File: config.mk
export PLATFORM = sky130hd
export DESIGN_NAME = song_reader
export DESIGN_NICKNAME = d
export VERILOG_FILES = /design/src/rtl/song_pkg.sv /design/src/rtl/song_reader.sv
export SDC_FILE = /design/constraint.sdc
export NUM_CORES = 1
export LEC_CHECK = 0
export CAP_MARGIN = 0
export CORE_AREA = 2 2 62 64
export DETAILED_ROUTE_END_ITERATION = 10
export DIE_AREA = 0 0 64 66
export GPL_ROUTABILITY_DRIVEN = 1
export PLACE_DENSITY = 0.72
export SLEW_MARGIN = 20
export SYNTH_ARGS = -nofsm -noshare
export SYNTH_HDL_FRONTEND = slang
export SYNTH_SLANG_ARGS = --single-unit
File: constraint.sdc
create_clock -name clk -period 2 [get_ports clk]
set_input_delay 0.3 -clock clk [delete_from_list [all_inputs] [get_ports clk]]
set_output_delay 0.3 -clock clk [all_outputs]
set_load 0.1 [all_outputs]
File: src/rtl/song_pkg.sv
// song_pkg: shared widths, field constants and sequencer states for song_reader
package song_pkg;
    localparam int ADDR_W = 7;
    localparam int SONG_W = 2;
    localparam int IDX_W  = ADDR_W - SONG_W;
    localparam int NOTE_W = 6;
    localparam int DUR_W  = 6;
    localparam logic [NOTE_W-1:0] REST_NOTE = '0;
    localparam logic [DUR_W-1:0]  END_DUR   = '0;
    typedef enum logic [2:0] {IDLE, ADDR, DATA, EMIT, HOLD, END} state_t;
endpackage

File: src/rtl/song_reader.sv
// song_reader: walks one song of the ROM, hands each note to the player and flags end of song
module song_reader
    import song_pkg::*;
(
    input  logic                    clk,
    input  logic                    reset_n,
    input  logic                    play,
    input  logic [SONG_W-1:0]       song,
    output logic [ADDR_W-1:0]       rom_addr,
    input  logic [NOTE_W+DUR_W-1:0] rom_dout,
    output logic                    new_note,
    output logic [NOTE_W-1:0]       note,
    output logic [DUR_W-1:0]        duration,
    input  logic                    note_done,
    output logic                    song_done,
    output logic                    busy
);
    state_t            state, state_nxt;
    logic [IDX_W-1:0]  idx, idx_inc;
    logic [SONG_W-1:0] song_lat;
    logic              change, last, is_end;

    assign change  = (state != IDLE) && (song != song_lat);
    assign last    = idx == '1;
    assign idx_inc = idx + 1'b1;
    assign is_end  = rom_dout[DUR_W-1:0] == END_DUR;
    assign busy    = state != IDLE;

    // state register
    always_ff @(posedge clk or negedge reset_n) begin
        if (!reset_n) state <= IDLE;
        else          state <= state_nxt;
    end

    // next state and pulse outputs; a song change overrides everything
    always_comb begin
        state_nxt = state;
        new_note  = 1'b0;
        song_done = 1'b0;
        if (change) state_nxt = IDLE;
        else begin
            case (state)
                IDLE: if (play) state_nxt = ADDR;
                ADDR: state_nxt = DATA;
                DATA: state_nxt = is_end ? END : EMIT;
                EMIT: if (play) begin
                    new_note  = 1'b1;
                    state_nxt = HOLD;
                end
                HOLD: if (note_done) state_nxt = last ? END : ADDR;
                END: begin
                    song_done = 1'b1;
                    state_nxt = IDLE;
                end
                default: state_nxt = IDLE;
            endcase
        end
    end

    // index, song latch, ROM address and captured note fields
    always_ff @(posedge clk or negedge reset_n) begin
        if (!reset_n) begin
            idx      <= '0;
            song_lat <= '0;
            rom_addr <= '0;
            note     <= REST_NOTE;
            duration <= '0;
        end else begin
            if (change) idx <= '0;
            else if (state == IDLE && play) begin
                song_lat <= song;
                idx      <= '0;
                rom_addr <= {song, {IDX_W{1'b0}}};
            end else if (state == HOLD && note_done && !last) begin
                idx      <= idx_inc;
                rom_addr <= {song_lat, idx_inc};
            end
            if (state == DATA && !is_end && !change) begin
                note     <= rom_dout[NOTE_W+DUR_W-1:DUR_W];
                duration <= rom_dout[DUR_W-1:0];
            end
        end
    end
endmodule
==> results of run 1 <==
-- state kept, by name (all words and copies together), names as in the netlist --
register / cells
duration: 6
idx: 5
note: 6
rom_addr: 7
song_lat: 2
state: 3
-- per-layer routing --
| layer | track usage | part of all wire |
|---|---|---|
| met5 | 0 | 0 |
| met4 | 0.08152 | 0.022 |
| met3 | 0.04940 | 0.040 |
| met2 | 0.2943 | 0.54 |
| met1 | 0.1838 | 0.40 |
-- worst paths after layout --
check	end	slack [ns]	depth (start not counted)
setup / recovery	idx[0]$_DFFE_PN0P_	0.05	7
hold / removal	duration[5]$_DFFE_PN0P_	0.35	2
setup reg to reg	idx[0]$_DFFE_PN0P_	0.05	7
hold reg to reg	rom_addr[3]$_DFFE_PN0P_	0.50	1
max in group asynchronous	rom_addr[5]$_DFFE_PN0P_	1.38	2
min in group clk	rom_addr[3]$_DFFE_PN0P_	0.50	1
-- metrics by stage --
| step | std cells | cell area (sq um) |
|---|---|---|
| floorplan | 112 | 1448 |
| global placement | 201 | 1897 |
| detailed placement | 201 | 1897 |
| CTS | 210 | 1991 |
| global route | 212 | 2029 |
| finish | 212 | 2029 |
-- logic make-up after synthesis --
family	share of synthesized area
fa+ha+maj	0.01737
mux	0.1373
simple gates	0.1547
compound gates	0.1077
buf+inv	0.04431
xor+xnor	0.03475
flops	0.5039
-- what timing repair did --
action | in CTS | in global routing
gates resized for setup | 1 | 5
buffers inserted | 1 | 2
setup endpoints to repair | 1 | 6
gates cloned | 0 | 0
pin swaps | 1 | 5
-- area by class of cell --
cell class / instances / area (sq um) / share of cell area
inverters: 2 / 7.507 / 0.003699
flip-flops and latches: 29 / 725.7 / 0.3576
clock inverters: 1 / 30.03 / 0.01480
multi-input cells: 75 / 683.2 / 0.3366
repair buffers: 50 / 467.9 / 0.2306
clock buffers: 7 / 55.05 / 0.02713
well taps: 48 / 60.06 / 0.02959
-- synth_stat cells (2+ instances only) --
library cell and n:
sky130_fd_sc_hd__a211oi_2 2, sky130_fd_sc_hd__a21o_1 2, sky130_fd_sc_hd__a22o_1 5, sky130_fd_sc_hd__and2_1 2
sky130_fd_sc_hd__buf_2 2, sky130_fd_sc_hd__buf_4 2, sky130_fd_sc_hd__dfrtp_1 29, sky130_fd_sc_hd__ha_1 2
sky130_fd_sc_hd__inv_1 2, sky130_fd_sc_hd__mux2_2 2, sky130_fd_sc_hd__mux2_4 11, sky130_fd_sc_hd__nand2_1 16
sky130_fd_sc_hd__nand3_1 3, sky130_fd_sc_hd__nor2_1 3, sky130_fd_sc_hd__nor3_1 2, sky130_fd_sc_hd__o211ai_1 2
sky130_fd_sc_hd__o21ai_0 3, sky130_fd_sc_hd__or2_1 2, sky130_fd_sc_hd__xor2_2 2
-- power groups by stage --
stage | combinational [mW] | sequential [mW] | clock (mW)
after floorplan | 0.679 | 1.89 | 0
after global placement | 2.06 | 0.915 | 0
after detailed placement | 2.09 | 0.930 | 0
after CTS | 2.11 | 0.923 | 0.513
after global routing | 2.22 | 0.961 | 0.548
final | 2.14 | 0.933 | 0.500
==> insert_results.sql, run 1 <==
INSERT INTO impl_metrics (metric_group, metric, value, unit) VALUES
('status', 'status', 'complete, no violations', ''),
('timing', 'max_freq', '513.9', 'MHz'),
('layout', 'final_antenna_diode_count', '0', ''),
('grt', 'wire_length_of_the_first_global_routing_pass', '5202', 'microns'),
('setup_path', 'timing.critical_path.cells', 'ha_1 -> and3_1 -> ha_1 -> nand2b_4 -> a211oi_4 -> o22ai_4 -> mux2_4', ''),
('drt', 'drt_wl_total', '3132', 'microns'),
('setup_path', 'critPathCaptureType', 'flop', ''),
('setup_path', 'critical_path_s_most_frequent_cell', 'sky130_fd_sc_hd__ha_1', ''),
('cts', 'insertion_delay', '0.33', 'ns'),
('timing', 'final.min_clock_period', '1.946', 'ns'),
('timing', 'finalSetupTns', '0', 'ns'),
('grt', 'grt_start_max_net_pins', '30', ''),
('setup_path', 'worst_ep_arrival', '2.16', 'ns'),
('timing', 'finalCritPeriodShare', '0.9729', ''),
('timing', 'finClkSkew', '0.006856', 'ns'),
('layout', 'layout_common_cells', 'sky130_fd_sc_hd__dfrtp_1 (29), sky130_fd_sc_hd__buf_4 (29), sky130_fd_sc_hd__clkdlybuf4s50_1 (17), sky130_fd_sc_hd__nand2_1 (16), sky130_fd_sc_hd__mux2_4 (11)', ''),
('die', 'fp.dieArea', '4224', 'sq um'),
('logic_synthesis', 'ys_seq_elements', '29', ''),
('grt', 'global_route_usage_sum', '0.1672', ''),
('grt', 'grt_overflow_total', '0', ''),
('pwr', 'static_leakage_power', '0.9813', 'nW'),
('cts', 'tritoncts', 'done', ''),
('die', 'row_count', '22', ''),
('logic_synthesis', 'synth_edf_count', '0', ''),
('cts', 'h-tree-depth', '2', ''),
('layout', 'nFillCells', '286', ''),
('setup_path', 'worst_setup_path_startpoint', 'idx[1]$_DFFE_PN0P_', ''),
('setup_path', 'cp.buffers_inverters', '0', ''),
('setup_path', 'critPathRequiredTime', '2.21', 'ns'),
('timing', 'timing.final.max_slew_violations', '0', ''),
('setup_path', 'rr_startpoint', 'idx[1]$_DFFE_PN0P_', ''),
('worst_hold_path', 'worst_hold_path_type', 'in2async', ''),
('place', 'globalplace.congestion', '0.8060', ''),
('logic_synthesis', 'synth_top_area_frac', '0.5039', ''),
('place', 'numPortBuffers', '39', ''),
('logic_synthesis', 'synth.largest_area_cell', 'sky130_fd_sc_hd__dfrtp_1', ''),
('pwr', 'comb_power_share', '0.599', ''),
('cts', 'clock_path_buffers', '2', ''),
('drt', 'detail_route.wl_per_cell', '14.77', 'microns'),
('layout', 'flow.area_growth_from_synthesis', '40.92', '%'),
('logic_synthesis', 'synth.avg_cell_area', '12.86', 'sq um'),
('cts', 'cts.root.buffer_cell', 'sky130_fd_sc_hd__clkbuf_4', ''),
('pwr', 'switchingPower', '1.887', 'mW'),
('die', 'fp.dieH', '66', 'microns'),
('logic_synthesis', 'ys.warnings.count', '0', ''),
('pwr', 'cellInternalPower', '1.689', 'mW'),
('grt', 'first_global_vias', '1129', ''),
('setup_path', 'crit_path_class', 'reg2reg', ''),
('logic_synthesis', 'netlist-cell-type-count', '37', ''),
('cts', 'holdBufCountCts', '0', ''),
('cts', 'cts_sinks', '29', ''),
('timing', 'timing.max_slew.rel_slack', '0.6878', ''),
('grt', 'antenna_found_initial', '0', ''),
('logic_synthesis', 'fraction_of_the_yosys_area_taken_by_sequential_cells', '0.5039', ''),
('timing', 'final.hold.worst_slack', '0.3485', 'ns'),
('layout', 'nets', '183', ''),
('setup_path', 'critical_path.max_fanout', '5', ''),
('drt', 'dr_total_vias', '1055', ''),
('logic_synthesis', 'synthesis.instances', '112', ''),
('layout', 'post_route_cells_drive_above_1_share', '0.4085', ''),
('timing', 'setup-violations-final', '0', ''),
('die', 'die_x', '64', 'microns'),
('logic_synthesis', 'synth_top_flop_cell', 'sky130_fd_sc_hd__dfrtp_1', ''),
('pwr', 'max-vdd-ir-drop', '0.0009526', 'V'),
('pwr', 'power_frac_clock', '0.140', ''),
('drt', 'ant_nets', '0', ''),
('layout', 'layout.core_utilization', '0.5715', ''),
('logic_synthesis', 'synth-async-reset-ratio', '1.000', ''),
('pwr', 'report.power.total', '3.576', 'mW'),
('cts', 'total_clock_buffers_created_by_cts', '5', ''),
('setup_path', 'worst_path_max_delay_cell', 'sky130_fd_sc_hd__dfrtp_1', '');
Note: power is estimated with default switching activity, not from simulation.
==> inputs of run 2 (changes only) <==
--- a/config.mk
+++ b/config.mk
@@ -6,11 +6,11 @@
 export NUM_CORES = 1
 export LEC_CHECK = 0
 export CAP_MARGIN = 0
-export CORE_AREA = 2 2 62 64
+export CORE_AREA = 2 2 59 61
 export DETAILED_ROUTE_END_ITERATION = 10
-export DIE_AREA = 0 0 64 66
+export DIE_AREA = 0 0 61 63
 export GPL_ROUTABILITY_DRIVEN = 1
-export PLACE_DENSITY = 0.72
+export PLACE_DENSITY = 0.76
 export SLEW_MARGIN = 20
 export SYNTH_ARGS = -nofsm -noshare
 export SYNTH_HDL_FRONTEND = slang
==> constraint.sdc (replaced) <==
create_clock -name clk -period 1.8 [get_ports clk]
set_input_delay 0.27 -clock clk [delete_from_list [all_inputs] [get_ports clk]]
set_output_delay 0.27 -clock clk [all_outputs]
set_load 0.1 [all_outputs]
==> run 2 against run 1 <==
Against the previous run:
- the flow now finishes with violations (negative setup slack)
- worst hold slack lost 0.061 ns
- sequential share of layout area shrank 2.9 points
- clock power shrank 28%
- highest routed layer unchanged
==> insert_results.sql, run 2 (synthesis gave the netlist of run 1 again) <==
INSERT INTO impl_metrics (metric_group, metric, value, unit) VALUES
('layout', 'layout_common_cells', 'sky130_fd_sc_hd__buf_4 (36), sky130_fd_sc_hd__dfrtp_1 (26), sky130_fd_sc_hd__nand2_1 (16), sky130_fd_sc_hd__clkdlybuf4s50_1 (15), sky130_fd_sc_hd__mux2_4 (11)', ''),
('setup_path', 'critPathLaunchType', 'flop', ''),
('place', 'placed_inst_area', '2066', 'sq um'),
('cts', 'clock_path_buffers', '2', ''),
('worst_hold_path', 'whs_endpoint', 'song_lat[1]$_DFFE_PN0P_', ''),
('die', 'row_count', '21', ''),
('cts', 'h-tree-depth', '2', ''),
('drt', 'drt_pre_antenna_iters', '4', ''),
('place', 'globalplace.congestion', '0.8589', ''),
('drt', 'drt_wl_total', '3333', 'microns'),
('die', 'fp.dieArea', '3843', 'sq um'),
('setup_path', 'worst_ep_arrival', '1.59', 'ns'),
('worst_hold_path', 'worst_hold_startpoint', 'song[1]', ''),
('layout', 'nFillCells', '260', ''),
('pwr', 'cellPowerDensity', '1807', 'nW/um^2'),
('layout', 'largest_reg_flops', '7', ''),
('layout', 'flow.area_growth_from_synthesis', '54.21', '%'),
('die', 'pin_count', '40', ''),
('setup_path', 'rr_startpoint', 'idx[0]$_DFFE_PN0P_', ''),
('layout', 'nets', '197', ''),
('cts', 'insertion_delay', '0.32', 'ns'),
('grt', 'wire_length_of_the_first_global_routing_pass', '5340', 'microns'),
('drt', 'ant_nets', '0', ''),
('grt', 'first_global_vias', '1169', ''),
('grt', 'grt_overflow_total', '0', ''),
('drt', 'dr_total_vias', '1120', ''),
('die', 'die_x', '61', 'microns'),
('grt', 'grt_start_max_net_pins', '30', ''),
('die', 'fp.dieH', '63', 'microns'),
('drt', 'drc', '0', ''),
('setup_path', 'rr_worst_depth', '7', ''),
('layout', 'final_antenna_diode_count', '0', ''),
('timing', 'grt_setup_unrepaired', 'yes', ''),
('timing', 'transition_time_at_the_pin_with_the_least_slew_margin', '0.3704', 'ns'),
('timing', 'timing.final.max_slew_violations', '0', ''),
('layout', 'largest_register', 'rom_addr', ''),
('setup_path', 'crit_path_class', 'reg2out', ''),
('pwr', 'static_leakage_power', '1.068', 'nW'),
('drt', 'drt-initial-drc-count', '31', ''),
('timing', 'setup-violations-final', '2', ''),
('setup_path', 'critPathCaptureType', 'primary output', ''),
('layout', 'reg.largest.list', 'rom_addr x7, duration x6, note x6', ''),
('worst_hold_path', 'worst_hold_path_type', 'in2reg', ''),
('timing', 'final.min_clock_period', '1.856', 'ns'),
('grt', 'global_route_usage_sum', '0.1893', ''),
('timing', 'final.hold.worst_slack', '0.2873', 'ns'),
('setup_path', 'critPathRequiredTime', '1.53', 'ns'),
('job', 'max_cap_viol_count', '0', ''),
('cts', 'tritoncts', 'done', ''),
('setup_path', 'timing.reg2reg.setup_slack', '-0.03', 'ns'),
('die', 'floorplan.initialDensity', '0.4456', ''),
('timing', 'finalCritPeriodShare', '1.031', ''),
('cts', 'clkSlewWorstSetupHoldPaths', '0.08', 'ns'),
('timing', 'max_freq', '538.9', 'MHz'),
('grt', 'antenna_found_initial', '0', ''),
('cts', 'cts_sinks', '29', ''),
('layout', 'post_route_cells_drive_above_1_share', '0.5000', ''),
('layout', 'finalInstanceArea', '2221', 'sq um'),
('place', 'numPortBuffers', '39', ''),
('layout', 'most_frequent_standard_cell_in_the_layout_excluding_fill_and_tap_cells', 'sky130_fd_sc_hd__buf_4', ''),
('status', 'status', 'complete, but fails checks', ''),
('cts', 'holdBufCountCts', '0', ''),
('pwr', 'max-vdd-ir-drop', '0.001132', 'V'),
('status', 'violations', 'negative setup slack', ''),
('cts', 'cts.root.buffer_cell', 'sky130_fd_sc_hd__clkbuf_4', ''),
('worst_hold_path', 'timing.hold.worst_path_depth', '3', ''),
('cts', 'total_clock_buffers_created_by_cts', '5', ''),
('timing', 'timing.max_slew.rel_slack', '0.7531', ''),
('timing', 'timing_hold_violations_final', '0', ''),
('die', 'floorplan.core_area', '3232', 'sq um'),
('timing', 'finClkSkew', '0.009237', 'ns'),
('timing', 'setup_slack', '-0.05575', 'ns'),
('setup_path', 'critical_path.max_fanout', '3', ''),
('setup_path', 'regToRegEndpoint', 'idx[0]$_DFFE_PN0P_', ''),
('drt', 'detail_route.wl_per_cell', '14.88', 'microns'),
('place', 'hpwlAfterDp', '2334', 'microns'),
('drt', 'post_drt_via_cell_ratio', '5.000', '');
-- run 2: cell types whose count changed in the layout (fill, tap and decap cells not counted), moves of 2 or more --
cell                              change
sky130_fd_sc_hd__clkdlybuf4s50_1      -2
sky130_fd_sc_hd__buf_4                +7
sky130_fd_sc_hd__dfrtp_2              +3
sky130_fd_sc_hd__ha_1                 -2
sky130_fd_sc_hd__buf_12               +6
sky130_fd_sc_hd__dfrtp_1              -3
sky130_fd_sc_hd__clkinv_2             +2
-- run 2: per-layer routing --
metal  global-route usage  up-vias  part of all wire
met3              0.07039        8             0.078
met4              0.06793        0             0.023
met2               0.3266       47              0.52
met5                    0        -                 0
met1               0.2051      546              0.38
li1                     -      519                 -
-- run 2: worst max path at each step --
stage                                        from                 endpoint  slack [ns]  cells past startpoint
after floorplan              state[1]$_DFFE_PN0P_       idx[0]$_DFFE_PN0P_      -0.002                      5
after global routing      song_lat[1]$_DFFE_PN0P_                 new_note       -0.14                      4
final                     song_lat[1]$_DFFE_PN0P_                 new_note       -0.06                      4
after global placement                rom_dout[1]  duration[3]$_DFFE_PN0P_       -0.13                      7
after CTS                 song_lat[0]$_DFFE_PN0P_                 new_note       -0.03                      4
after detailed placement              rom_dout[1]  duration[3]$_DFFE_PN0P_       -0.19                      7
-- run 2: metrics by stage --
step	std cells	power [mW]	utilization	TNS, ns	setup WS, ns
6_report	224	4.013	0.6872	-0.08781	-0.05575
5_1_grt	224	4.202	0.6872	-0.2884	-0.1356
4_1_cts	221	3.998	0.6748	-0.05260	-0.03010
3_5_place_dp	207	3.504	0.6392	-2.529	-0.1854
3_3_place_gp	207	3.465	0.6392	-1.749	-0.1330
2_1_floorplan	112	2.933	-	-0.001894	-0.001894
-- run 2: worst max-delay path: stages (launching register included) --
cell	delay, ns
sky130_fd_sc_hd__dfrtp_1	0.41
sky130_fd_sc_hd__xor2_2	0.17
sky130_fd_sc_hd__nor3_2	0.23
sky130_fd_sc_hd__and4_4	0.28
sky130_fd_sc_hd__buf_12	0.18
-- run 2: timing repair --
item	4_1_cts	5_1_grt
pin swaps	8	6
setup endpoints to repair	5	20
buffers inserted	6	4
gates resized for setup	6	6
-- run 2: cell type report --
type                            count  area (sq um)  area share
Sequential cell                    29         729.5      0.3285
Multi-Input combinational cell     75         718.2      0.3234
Inverter                            2         11.26    0.005070
Timing Repair Buffer               64         653.1      0.2941
Clock buffer                        6         41.29     0.01859
Tap cell                           46         57.56     0.02592
Clock inverter                      2         10.01    0.004507
-- run 2: where the power goes --
group	leakage [nW]	switching [mW]	internal [mW]	total, mW
registers	0.375	0.161	0.853	1.01
clock network	0.0320	0.213	0.148	0.361
logic	0.662	1.78	0.856	2.64
